==> src/rtl/serial_subtractor.sv <==
// Bit-serial two's-complement subtractor: a - b, LSB first, one bit per clock.
// Optional signed-overflow flag enabled by defining SERIAL_SUB_OVF_EN.
module serial_subtractor #(
  parameter int WIDTH = 8
) (
  input  logic             clk,
  input  logic             rst,
  input  logic             start,
  input  logic [WIDTH-1:0] a,
  input  logic [WIDTH-1:0] b,
  output logic             busy,
  output logic             done,
  output logic [WIDTH-1:0] diff,
  output logic             bout,
  output logic             ovf
);

  localparam int CW = (WIDTH > 1) ? $clog2(WIDTH) : 1;
  localparam logic [CW-1:0] LAST = CW'(WIDTH - 1);

  typedef enum logic [1:0] {
    IDLE = 2'd0,
    RUN  = 2'd1,
    DONE = 2'd2
  } state_t;

  state_t           state_q, state_d;
  logic [WIDTH-1:0] a_sr_q, a_sr_d;
  logic [WIDTH-1:0] b_sr_q, b_sr_d;
  logic [WIDTH-1:0] d_sr_q, d_sr_d;
  logic             brw_q, brw_d;
  logic [CW-1:0]    cnt_q, cnt_d;
  logic [WIDTH-1:0] diff_q, diff_d;
  logic             bout_q, bout_d;

  // Full-subtractor cell on the current LSBs.
  logic bit_d;
  logic brw_nx;
  assign bit_d  = a_sr_q[0] ^ b_sr_q[0] ^ brw_q;
  assign brw_nx = (~a_sr_q[0] & b_sr_q[0]) | (~(a_sr_q[0] ^ b_sr_q[0]) & brw_q);

`ifdef SERIAL_SUB_OVF_EN
  // Operand MSBs are shifted out of a_sr/b_sr, so keep copies for the flag.
  logic a_msb_q, a_msb_d;
  logic b_msb_q, b_msb_d;
  logic ovf_q, ovf_d;
`endif

  always_comb begin
    state_d = state_q;
    a_sr_d  = a_sr_q;
    b_sr_d  = b_sr_q;
    d_sr_d  = d_sr_q;
    brw_d   = brw_q;
    cnt_d   = cnt_q;
    diff_d  = diff_q;
    bout_d  = bout_q;
`ifdef SERIAL_SUB_OVF_EN
    a_msb_d = a_msb_q;
    b_msb_d = b_msb_q;
    ovf_d   = ovf_q;
`endif
    case (state_q)
      IDLE, DONE: begin
        state_d = IDLE;
        if (start) begin
          state_d = RUN;
          a_sr_d  = a;
          b_sr_d  = b;
          brw_d   = 1'b0;
          cnt_d   = '0;
`ifdef SERIAL_SUB_OVF_EN
          a_msb_d = a[WIDTH-1];
          b_msb_d = b[WIDTH-1];
`endif
        end
      end
      RUN: begin
        a_sr_d = a_sr_q >> 1;
        b_sr_d = b_sr_q >> 1;
        d_sr_d = (d_sr_q >> 1) | (WIDTH'(bit_d) << (WIDTH - 1));
        brw_d  = brw_nx;
        cnt_d  = cnt_q + CW'(1);
        if (cnt_q == LAST) begin
          state_d = DONE;
          diff_d  = d_sr_d;
          bout_d  = brw_nx;
`ifdef SERIAL_SUB_OVF_EN
          // bit_d is the result MSB on the final step.
          ovf_d   = (a_msb_q ^ b_msb_q) & (bit_d ^ a_msb_q);
`endif
        end
      end
      default: state_d = IDLE;
    endcase
  end

  always_ff @(posedge clk) begin
    if (rst) begin
      state_q <= IDLE;
      a_sr_q  <= '0;
      b_sr_q  <= '0;
      d_sr_q  <= '0;
      brw_q   <= 1'b0;
      cnt_q   <= '0;
      diff_q  <= '0;
      bout_q  <= 1'b0;
    end else begin
      state_q <= state_d;
      a_sr_q  <= a_sr_d;
      b_sr_q  <= b_sr_d;
      d_sr_q  <= d_sr_d;
      brw_q   <= brw_d;
      cnt_q   <= cnt_d;
      diff_q  <= diff_d;
      bout_q  <= bout_d;
    end
  end

`ifdef SERIAL_SUB_OVF_EN
  always_ff @(posedge clk) begin
    if (rst) begin
      a_msb_q <= 1'b0;
      b_msb_q <= 1'b0;
      ovf_q   <= 1'b0;
    end else begin
      a_msb_q <= a_msb_d;
      b_msb_q <= b_msb_d;
      ovf_q   <= ovf_d;
    end
  end
  assign ovf = ovf_q;
`else
  assign ovf = 1'b0;
`endif

  assign busy = (state_q == RUN);
  assign done = (state_q == DONE);
  assign diff = diff_q;
  assign bout = bout_q;

endmodule

==> config.mk <==
export PLATFORM = sky130hd
export DESIGN_NAME = serial_subtractor
export DESIGN_NICKNAME = d
export VERILOG_FILES = /design/src/rtl/serial_subtractor.sv
export SDC_FILE = /design/constraint.sdc
export NUM_CORES = 1
export LEC_CHECK = 0
export ABC_AREA = 1
export BUFFER_PORTS_ARGS = -buffer_cell sky130_fd_sc_hd__buf_2
export CAP_MARGIN = 30
export CORE_MARGIN = 5
export CORE_UTILIZATION = 30
export CTS_CLUSTER_DIAMETER = 60
export DETAILED_ROUTE_END_ITERATION = 7
export PLACE_DENSITY = 0.48
export SLEW_MARGIN = 0
export SYNTH_ARGS = -nofsm -noshare
export SYNTH_HDL_FRONTEND = slang
export SYNTH_SLANG_ARGS = --single-unit
==> constraint.sdc <==
create_clock -name clk -period 1.5 [get_ports clk]
set_input_delay 0.15 -clock clk [delete_from_list [all_inputs] [get_ports clk]]
set_output_delay 0.15 -clock clk [all_outputs]
set_load 0.1 [all_outputs]
==> results of run 1 <==
==> synthesized netlist by cell type <==
master,n
nand2_1,41
dfxtp_1,38
nand3_1,37
inv_1,35
nor2_1,25
nor3_1,14
o21ai_0,11
a21oi_1,10
buf_2,6
a21oi_2,5
nand3_2,5
buf_4,4
buf_6,4
clkbuf_1,3
ha_1,2
nand2_2,2
clkinv_1,1
conb_1,1
fa_1,1
inv_2,1
inv_4,1
nand2_4,1
nand3b_1,1
nor2_4,1
==> cell type report <==
type                       instances  share of cell area
multi-input combinational        157              0.3666
sequential                        38              0.3488
timing repair buffer              40              0.1237
inverter                          38             0.06644
tap                               75             0.04296
clock buffer                       6             0.03780
clock inverter                     1             0.01375
==> per-stage QoR <==
stage / std cells / setup slack, ns / hold WS, ns / utilization
2_1_floorplan: 250 / 0.2202 / 0.2191 / -
3_3_place_gp: 348 / 0.2998 / 0.3797 / 0.3518
3_5_place_dp: 348 / 0.2700 / 0.3867 / 0.3518
4_1_cts: 355 / 0.03560 / 0.08682 / 0.3710
5_1_grt: 355 / 0.05076 / 0.09573 / 0.3712
6_report: 355 / 0.1256 / 0.09161 / 0.3712
==> report_power, final <==
| group | leakage, nW | internal, mW | total [mW] | switching, mW |
|---|---|---|---|---|
| Sequential | 0.312 | 1.08 | 1.11 | 0.0309 |
| Combinational | 0.666 | 0.152 | 0.398 | 0.247 |
| Clock | 0.0573 | 0.532 | 0.886 | 0.354 |
==> timing repair <==
item,4_1_cts,5_1_grt
setup endpoints to repair,0,1
hold endpoints to repair,0,0
resized for setup,0,1
==> state kept, by name (all words and copies together) (netlist names) <==
register,flops
bout,1
cnt_q,3
d_sr_q,7
state_q,2
diff,8
brw_q,1
b_sr_q,8
a_sr_q,8
==> tightest hold or removal path, stage by stage <==
cell and delay (ns):
buf_2 0.08, nor3_1 0.04, nor2_1 0.08
==> cells in the final DEF (no fill, tap or decap), types with 3 or more instances in the layout <==
master and n:
nand2_1 41, o21ai_0 11, inv_1 35, nor3_1 14
buf_4 10, buf_12 3, clkbuf_8 6, nand3_2 5
a21oi_1 10, nand3_1 37, dfxtp_1 37, buf_2 27
nor2_1 24, a21oi_2 5
==> cell families (layout without fill, tap and decap cells) <==
logic type | Yosys count | after routing
DFF | 38 | 38
other | 1 | 1
and+or+nand+nor | 127 | 127
adders and majority gates | 3 | 3
AOI/OAI and AO/OA | 26 | 26
buffers and inverters | 55 | 85
==> worst max path at each step <==
stage / end / start / slack (ns) / depth (start not counted)
after global routing: busy / state_q[0]$_SDFFE_PP0P_ / 0.05 / 4
after global placement: d_sr_q[7]$_SDFFE_PP0P_ / brw_q$_SDFFE_PP0P_ / 0.30 / 4
final: busy / state_q[0]$_SDFFE_PP0P_ / 0.13 / 4
after floorplan: bout$_SDFFE_PP0P_ / cnt_q[0]$_SDFFE_PP0P_ / 0.22 / 6
after detailed placement: diff[7]$_SDFFE_PP0P_ / cnt_q[0]$_SDFFE_PP0P_ / 0.27 / 5
after CTS: busy / state_q[0]$_SDFFE_PP0P_ / 0.04 / 4
==> routing by layer <==
| layer | track usage | vias up | wire (um) |
|---|---|---|---|
| met4 | 0.04603 | 0 | 61 |
| met1 | 0.1394 | 709 | 1874 |
| met3 | 0.03010 | 7 | 236 |
| met5 | 0 | - | 0 |
| li1 | - | 841 | - |
| met2 | 0.1966 | 32 | 1859 |
==> key figures, run 1 <==
Synth
  • Yosys top cell area share: 0.4190
  • Yosys warnings: 0
  • Synth unique cells: 24
  • Synth Area in Compound Gates: 0.08201
  • Sequential area share after synthesis: 0.4190
  • Simple-gate area share of the yosys netlist: 0.3280
  • Syn Nets: 272
  • Mapped cell area: 1815 sq um
  • Syn Inst Count: 250
  • Adder-cell area share of the yosys netlist: 0.02481
  • Flops & latches, synth: 38
  • Synth Area per Inst: 7.262 sq um
  • Synth Area in XOR/XNOR: 0
  • Top post-synthesis cells by area: dfxtp_1 42%, nand3_1 10%, nand2_1 8.5%
  • Largest family of logic cells by synthesized area: simple AND/OR/NAND/NOR gates
  • Mux cell area share after synthesis: 0
  • Top cell type by total area after synthesis: dfxtp_1

Timing
  • Final hold violation count: 0
  • Final Max Tran Viols: 0
  • Final Skew: 0.005559 ns
  • Final setup fails: 0
  • F_max: 727.6 MHz
  • Period minus WS final: between 1 and 1.5 ns
  • Final period utilization: 0.9163
  • Setup TNS: 0 ns
  • RSZ-0062 raised after global routing: false

Place
  • Placer Congestion: between 0.7 and 0.8
  • Detailed placement HPWL: 2.751 mm
  • Port Buffers: 29
  • Placed cell area: 2071 sq um

Critical path
  • Reg2Reg Depth: 4
  • Reg-to-reg startpoint: brw_q$_SDFFE_PP0P_
  • Worst Path Arrival: 1.22 ns
  • RR Endpoint: d_sr_q[7]$_SDFFE_PP0P_
  • Worst setup SP type: flop
  • Crit. End Element: output pin
  • CP top delay family: buffers and inverters
  • CP Buf/Inv Count: 3
  • Crit path cell chain: inv_4 -> nor2_4 -> buf_4 -> buf_12
  • Reg2Reg Setup Slack: 0.25 ns
  • Setup Crit Path Kind: reg -> out
  • Critical Path Fanout Max: 7
  • Worst EP required: 1.35 ns
  • Slowest-stage cell, CP: dfxtp_2
  • Max stage delay on crit path: approximately 0.38 ns

Global route
  • Vias in the first global route: 1,606
  • First-pass GRT wire length: 7.107 mm
  • Initial antenna violation count: 0
  • GR Overflow Total: 0
  • GRT Total Usage: 0.1159
  • Largest net degree at the start of global routing: 37

CTS
  • Root Buffer: clkbuf_8
  • CTS Sinks: 38
  • Num CTS Buffers: 5
  • Htree depth: 2
  • Clk_lat worst skew: 0.28 ns
  • Hold-fix buffers, CTS: 0
  • Post-CTS setup buffer count: 0
  • Clock transition at path regs: 0.08 ns
  • CTS tree: done
  • Clock Path Buffers: 2

Drt
  • DRT Pass-1 Iters: 4
  • Post-DRT Antenna Nets: 0
  • DR vias/cell: 4.476
  • DR WL/cell: 11.35 um
  • Routed WL: just over 4 mm
  • Residual DRC count: 0
  • Initial DRC count: 53
  • Via Count: 1,589

Min path
  • Hold Crit Class: in -> reg
  • Min-Delay Endpoint: a_sr_q[2]$_SDFFE_PP0P_
  • Hold Crit Start: a[2]
  • Worst Hold Path Cells: 3

Final layout
  • Area Overhead vs Synth: 20.33%
  • FF+latch area: 762.0 sq um
  • Layout cells sized above 1: 0.2321
  • Final Instance Area: around 2200 sq um
  • Fillers: 650
  • Multi-input logic area: 800.8 sq um
  • Nets: 302
  • Antenna diodes: 0

Floorplanning
  • Die Wd: just under 90 um
  • Full die area: 7707 sq um
  • Chip height: 87.79 um
  • # IOs: 31
  • CORE AREA: 5886 sq um
  • Row count: 28
  • Initial core utilization: 0.3085

Power and ir drop
  • Pwr/cell area: around 1100 nW/um^2
  • Max VDD drop: 0.5014 mV
  • Lkg Pwr: 1.035 nW
  • Overall power: 2.393 mW

Run status
  • Status: finished clean

Flow run
  • Max-Cap Viols: 0
Note: power is estimated with default switching activity, not from simulation.
==> inputs of run 2 (changes only) <==
- GPL_ROUTABILITY_DRIVEN: not set -> 0
- clock period: 1.5 -> 1.7 ns (I/O delays scaled with it)
==> run 2 against run 1 <==
  * Combinational power shrank 15%
  * Worst setup slack worse by 0.012 ns
  * Via count shrank 3.0%
  * Clock-buffer cell count down 1
  * Clock power decreased by 33%
  * Worst hold slack gained 0.010 ns
  * Sequential cell count is the same
  * Design area decreased by 3.3%
  * Critical path type unchanged
  * Largest power group unchanged
  * Highest routed layer unchanged
==> key figures, run 2 (synthesized netlist as in run 1, its figures left out) <==
Floorplanning
  • Initial core utilization: 0.3085 (unchanged)
  • # IOs: 31 (unchanged)
  • Full die area: 7707 sq um (unchanged)
  • CORE AREA: 5886 sq um (unchanged)
  • Row count: 28 (unchanged)
  • Die Wd: 87.79 um (unchanged)
  • Chip height: 87.79 um (unchanged)

CTS
  • Hold-fix buffers, CTS: 0 (unchanged)
  • Root Buffer: clkbuf_8
  • Num CTS Buffers: 5 (unchanged)
  • CTS Sinks: 38 (unchanged)
  • Clock transition at path regs: 0.07 ns (about the same)
  • Clk_lat worst skew: 0.29 ns (about the same)
  • CTS tree: done
  • Post-CTS setup buffer count: 0 (unchanged)
  • Clock Path Buffers: 2 (unchanged)
  • Htree depth: 2 (unchanged)

Final layout
  • Final Instance Area: 2113 sq um (-3.3%)
  • Area Overhead vs Synth: 16.40%
  • Nets: 301 (-0.33%)
  • Layout cells sized above 1: 0.2294 (-0.002752)
  • Antenna diodes: 0 (unchanged)
  • Commonest non-fill, non-tap cell in the layout: nand2_1
  • Most frequent cells in the layout: 41 x nand2_1, 37 x nand3_1, 37 x dfxtp_1

Critical path
  • Worst setup SP type: flop
  • CP top delay family: buffers and inverters
  • Setup Crit Path Kind: reg -> out
  • Crit path cell chain: inv_4 -> nor2_4 -> buf_4 -> buf_12
  • Crit. End Element: output pin
  • Worst EP required: 1.53 ns (+0.18 ns)
  • Critical Path Fanout Max: 14 (+7)
  • Max stage delay on crit path: 0.45 ns (+0.07 ns)
  • Slowest-stage cell, CP: dfxtp_2
  • CP Buf/Inv Count: 3 (unchanged)
  • Critical path startpoint: state_q[0]$_SDFFE_PP0P_
  • Worst Path Arrival: 1.42 ns (+0.20 ns)
  • Reg-to-reg startpoint: state_q[1]$_SDFFE_PP0P_

Place
  • Port Buffers: 29 (unchanged)
  • Placed cell area: 2031 sq um (-1.9%)
  • Detailed placement HPWL: 2.757 mm (+0.20%)

Drt
  • Residual DRC count: 0 (unchanged)
  • Initial DRC count: 63 (+19%)
  • Via Count: 1,542 (-3.0%)
  • DRT Pass-1 Iters: 4 (unchanged)
  • DR vias/cell: 4.356 (-2.7%)
  • Routed WL: 3.952 mm (-1.9%)
  • DR WL/cell: 11.16 um (-1.7%)
  • Post-DRT Antenna Nets: 0 (unchanged)

Run status
  • Status: finished clean

Timing
  • Final setup fails: 0 (unchanged)
  • Final Max Tran Viols: 0 (unchanged)
  • Final Skew: 0.005554 ns (-0.000004690 ns)
  • F_max: 630.2 MHz
  • Final hold violation count: 0 (unchanged)
  • Setup TNS: 0 ns (unchanged)
  • RSZ-0062 raised after global routing: false
  • Period minus WS final: 1.587 ns
  • Final period utilization: 0.9335

Flow run
  • Max-Cap Viols: 0 (unchanged)

Power and ir drop
  • Pwr/cell area: 905.9 nW/um^2 (-17%)
  • Lkg Pwr: 1.008 nW (-2.6%)
  • Max VDD drop: 0.3497 mV (-30%)

Min path
  • Hold Crit Class: in -> reg
  • Hold Crit Start: b[4]

Global route
  • GR Overflow Total: 0 (unchanged)
  • First-pass GRT wire length: 6.658 mm (-6.3%)
  • Largest net degree at the start of global routing: 37 (unchanged)
  • GRT Total Usage: 0.1118 (-0.004141)
  • Vias in the first global route: 1,485 (-7.5%)
  • Initial antenna violation count: 0 (unchanged)
-- run 2: cell count changes in the layout (fill, tap and decap cells not counted) --
cell,before,now
bufinv_16,1,0
nor2_4,2,1
clkinv_2,0,2
nor2_2,0,1
clkbuf_8,6,5
clkbuf_4,0,1
buf_12,3,1
-- run 2: final cells by class --
cell class	count	area [sq um]
Timing Repair Buffer	39	237.7
Inverter	38	145.1
Tap cell	75	93.84
Multi-Input combinational cell	157	795.8
Sequential cell	38	762.0
Clock buffer	5	68.82
Clock inverter	2	10.01
Fill cell	660	3772
-- run 2: tightest hold or removal path, delay by kind of cell --
kind	cells	cell delay (ns)
and+or+nand+nor	2	0.12
buffers and inverters	1	0.07
-- run 2: timing repair --
| item | in CTS | in global routing |
|---|---|---|
| hold endpoints to repair | 0 | 0 |
| endpoints found under the setup margin | 1 | 1 |
| resized for setup | 1 | 1 |
-- run 2: worst paths after layout --
path | endpoint | slack (ns) | cells after the start
hold / removal | b_sr_q[4]$_SDFFE_PP0P_ | 0.10 | 3
setup reg to reg | a_sr_q[2]$_SDFFE_PP0P_ | 0.40 | 6
hold reg to reg | diff[0]$_SDFFE_PP0P_ | 0.46 | 2
setup / recovery | busy | 0.11 | 4
-- run 2: through the flow --
stage / util / std cells / hold slack (ns) / setup WS, ns / total power [mW]
5_1_grt: 0.3591 / 354 / 0.1176 / 0.01004 / 2.046
3_5_place_dp: 0.3450 / 347 / 0.4044 / 0.2890 / 1.346
2_1_floorplan: - / 250 / 0.2391 / 0.1244 / 1.269
4_1_cts: 0.3586 / 354 / 0.09384 / 0.05392 / 1.953
3_3_place_gp: 0.3450 / 347 / 0.4002 / 0.3094 / 1.345
6_report: 0.3591 / 354 / 0.1016 / 0.1131 / 1.914
-- run 2: where the power goes --
| group | internal [mW] | leakage (nW) | switching [mW] |
|---|---|---|---|
| combinational | 0.127 | 0.652 | 0.211 |
| clock | 0.275 | 0.0438 | 0.320 |
| sequential | 0.951 | 0.312 | 0.0305 |
-- run 2: layer usage --
layer | part of all wire | routed length, um | GRT usage | vias up
li1 | - | - | - | 840
met2 | 0.43 | 1718 | 0.1815 | 28
met1 | 0.50 | 1959 | 0.1382 | 666
met4 | 0.019 | 76 | 0.05021 | 0
met5 | 0 | 0 | 0 | -
met3 | 0.050 | 198 | 0.03010 | 8
==> inputs of run 3 (changes only) <==
- CORE_MARGIN: 5 -> not set
==> run 3 against run 2 <==
  * Core utilization grew 1.7 points
  * Design area grew 0.89%
  * Non-clock buffer count shrank 5
  * Clock power grew 31%
  * Clock-buffer cell count is the same
  * Sequential cell count is the same
  * Critical path depth shrank 1
  * Sequential power is essentially flat
  * Combinational power grew 2%
==> key figures, run 3 (synthesized netlist as in run 1, its figures left out) <==
CTS
  • Hold-fix buffers, CTS: 0 (unchanged)
  • Clock Path Buffers: 2 (unchanged)
  • Num CTS Buffers: 5 (unchanged)
  • CTS tree: done
  • Clk_lat worst skew: 0.29 ns (about the same)
  • Root Buffer: clkbuf_8
  • Clock transition at path regs: 0.08 ns (about the same)
  • CTS Sinks: 38 (unchanged)
  • Htree depth: 2 (unchanged)

Timing
  • F_max: 669.3 MHz (+6.2%)
  • Period minus WS final: 1.494 ns (-0.09288 ns)
  • Final period utilization: 0.8788 (-0.05463)
  • RSZ-0062 raised after global routing: false
  • Final hold violation count: 0 (unchanged)
  • Setup TNS: 0 ns (unchanged)
  • Final Max Tran Viols: 0 (unchanged)
  • WHS: 0.1033 ns (+0.001756 ns)
  • Final setup fails: 0 (unchanged)
  • Worst setup margin: 0.2060 ns (+0.09288 ns)
  • Final Skew: 0.006944 ns (+0.001390 ns)

Critical path
  • Worst EP required: 1.53 ns (about the same)
  • Reg-to-reg startpoint: cnt_q[0]$_SDFFE_PP0P_
  • Crit. End Element: output pin
  • RR Endpoint: bout$_SDFFE_PP0P_
  • Setup Crit Path Kind: reg -> out
  • Worst Path Arrival: 1.32 ns (-0.10 ns)
  • Critical Path Fanout Max: 11 (-3)
  • Reg2Reg Setup Slack: 0.27 ns (-0.13 ns)
  • Worst setup SP type: flop
  • Reg2Reg Depth: 5 (-1)

Power and ir drop
  • Max VDD drop: 0.4451 mV (+27%)
  • Pwr/cell area: 988.1 nW/um^2 (+9.1%)
  • Lkg Pwr: 0.9996 nW (-0.82%)
  • Overall power: 2.107 mW (+10%)

Floorplanning
  • Initial core utilization: 0.3199 (+0.01142)
  • Die Wd: 79.79 um (-9.1%)
  • Row count: 27 (-3.6%)
  • Chip height: 79.79 um (-9.1%)
  • Full die area: 6366 sq um (-17%)
  • CORE AREA: 5675 sq um (-3.6%)
  • # IOs: 31 (unchanged)

Final layout
  • Area Overhead vs Synth: 17.44%
  • Final core utilization: 0.3757 (+0.01661)
  • Antenna diodes: 0 (unchanged)
  • Layout cells sized above 1: 0.2182 (-0.01121)
  • Final Instance Area: 2132 sq um (+0.89%)
  • Non-Filler Instances: 347 (-2.0%)
  • Nets: 296 (-1.7%)
  • Most frequent cells in the layout: 41 x nand2_1, 37 x nand3_1, 37 x dfxtp_1
  • Commonest non-fill, non-tap cell in the layout: nand2_1

Drt
  • Initial DRC count: 73 (+16%)
  • DR WL/cell: 11.47 um (+2.8%)
  • Post-DRT Antenna Nets: 0 (unchanged)
  • Via Count: 1,614 (+4.7%)
  • DRT Pass-1 Iters: 4 (unchanged)
  • Residual DRC count: 0 (unchanged)
  • DR vias/cell: 4.651 (+6.8%)
  • Routed WL: 3.981 mm (+0.73%)

Global route
  • GRT Total Usage: 0.1393 (+0.02752)
  • Vias in the first global route: 1,541 (+3.8%)
  • Largest net degree at the start of global routing: 37 (unchanged)
  • First-pass GRT wire length: 6.844 mm (+2.8%)
  • Initial antenna violation count: 0 (unchanged)
  • GR Overflow Total: 0 (unchanged)

Min path
  • Hold Crit Start: b[2]
  • Worst Hold Path Cells: 3 (unchanged)
  • Hold Crit Class: in -> reg
  • Min-Delay Endpoint: b_sr_q[2]$_SDFFE_PP0P_

Flow run
  • Max-Cap Viols: 0 (unchanged)

Place
  • Detailed placement HPWL: 2.719 mm (-1.4%)
  • Port Buffers: 29 (unchanged)
  • Placed cell area: 2014 sq um (-0.80%)
  • Dpl cells: 339 (-2.3%)
  • Pre-CTS WS: 0.2489 ns (-0.04012 ns)

Run status
  • Status: finished clean
run 3: cell count changes in the layout (fill, tap and decap cells not counted), sizes merged:
cell / previous run / this run
buf: 38 / 33
bufinv: 0 / 1
clkinv: 3 / 1
clkinvlp: 0 / 2
run 3: power by group:
part           internal, mW  leakage [nW]  total [mW]  switching, mW
Clock                 0.437        0.0504       0.781          0.345
Sequential            0.950         0.312       0.981         0.0304
Combinational         0.130         0.637       0.345          0.215
Total                  1.52          1.00        2.11          0.590
run 3: how the worst max path moves through the flow:
stage	start	end	slack (ns)	cells past startpoint
6_report	state_q[0]$_SDFFE_PP0P_	busy	0.21	3
5_1_grt	state_q[0]$_SDFFE_PP0P_	busy	0.12	3
4_1_cts	state_q[0]$_SDFFE_PP0P_	done	0.05	3
3_5_place_dp	state_q[0]$_SDFFE_PP0P_	bout$_SDFFE_PP0P_	0.25	5
3_3_place_gp	cnt_q[0]$_SDFFE_PP0P_	diff[4]$_SDFFE_PP0P_	0.27	5
2_1_floorplan	state_q[1]$_SDFFE_PP0P_	done	0.12	3
run 3: per-layer routing:
| metal | wire, um | GRT usage | up-vias |
|---|---|---|---|
| li1 | - | - | 833 |
| met1 | 1865 | 0.1685 | 722 |
| met2 | 1816 | 0.2350 | 51 |
| met3 | 243 | 0.03657 | 8 |
| met4 | 56 | 0.05179 | 0 |
| met5 | 0 | 0 | - |
run 3: area by class of cell:
| cell class | count | area, sq um |
|---|---|---|
| clock buffers | 5 | 68.82 |
| repair buffers | 34 | 225.2 |
| flip-flops and latches | 38 | 762.0 |
| fillers | 630 | 3543 |
| well taps | 72 | 90.09 |
| clock inverters | 3 | 45.04 |
| multi-input cells | 157 | 795.8 |
| inverters | 38 | 145.1 |
run 3: what timing repair did:
item                                    CTS  global route
resized for setup                         0             2
setup buffers                             0             0
endpoints found under the setup margin    0             2
run 3: critical path, cell delays in order, from the launching register on:
cell and delay (ns):
dfxtp_2 0.46, inv_4 0.07, nor2_4 0.28, buf_12 0.22
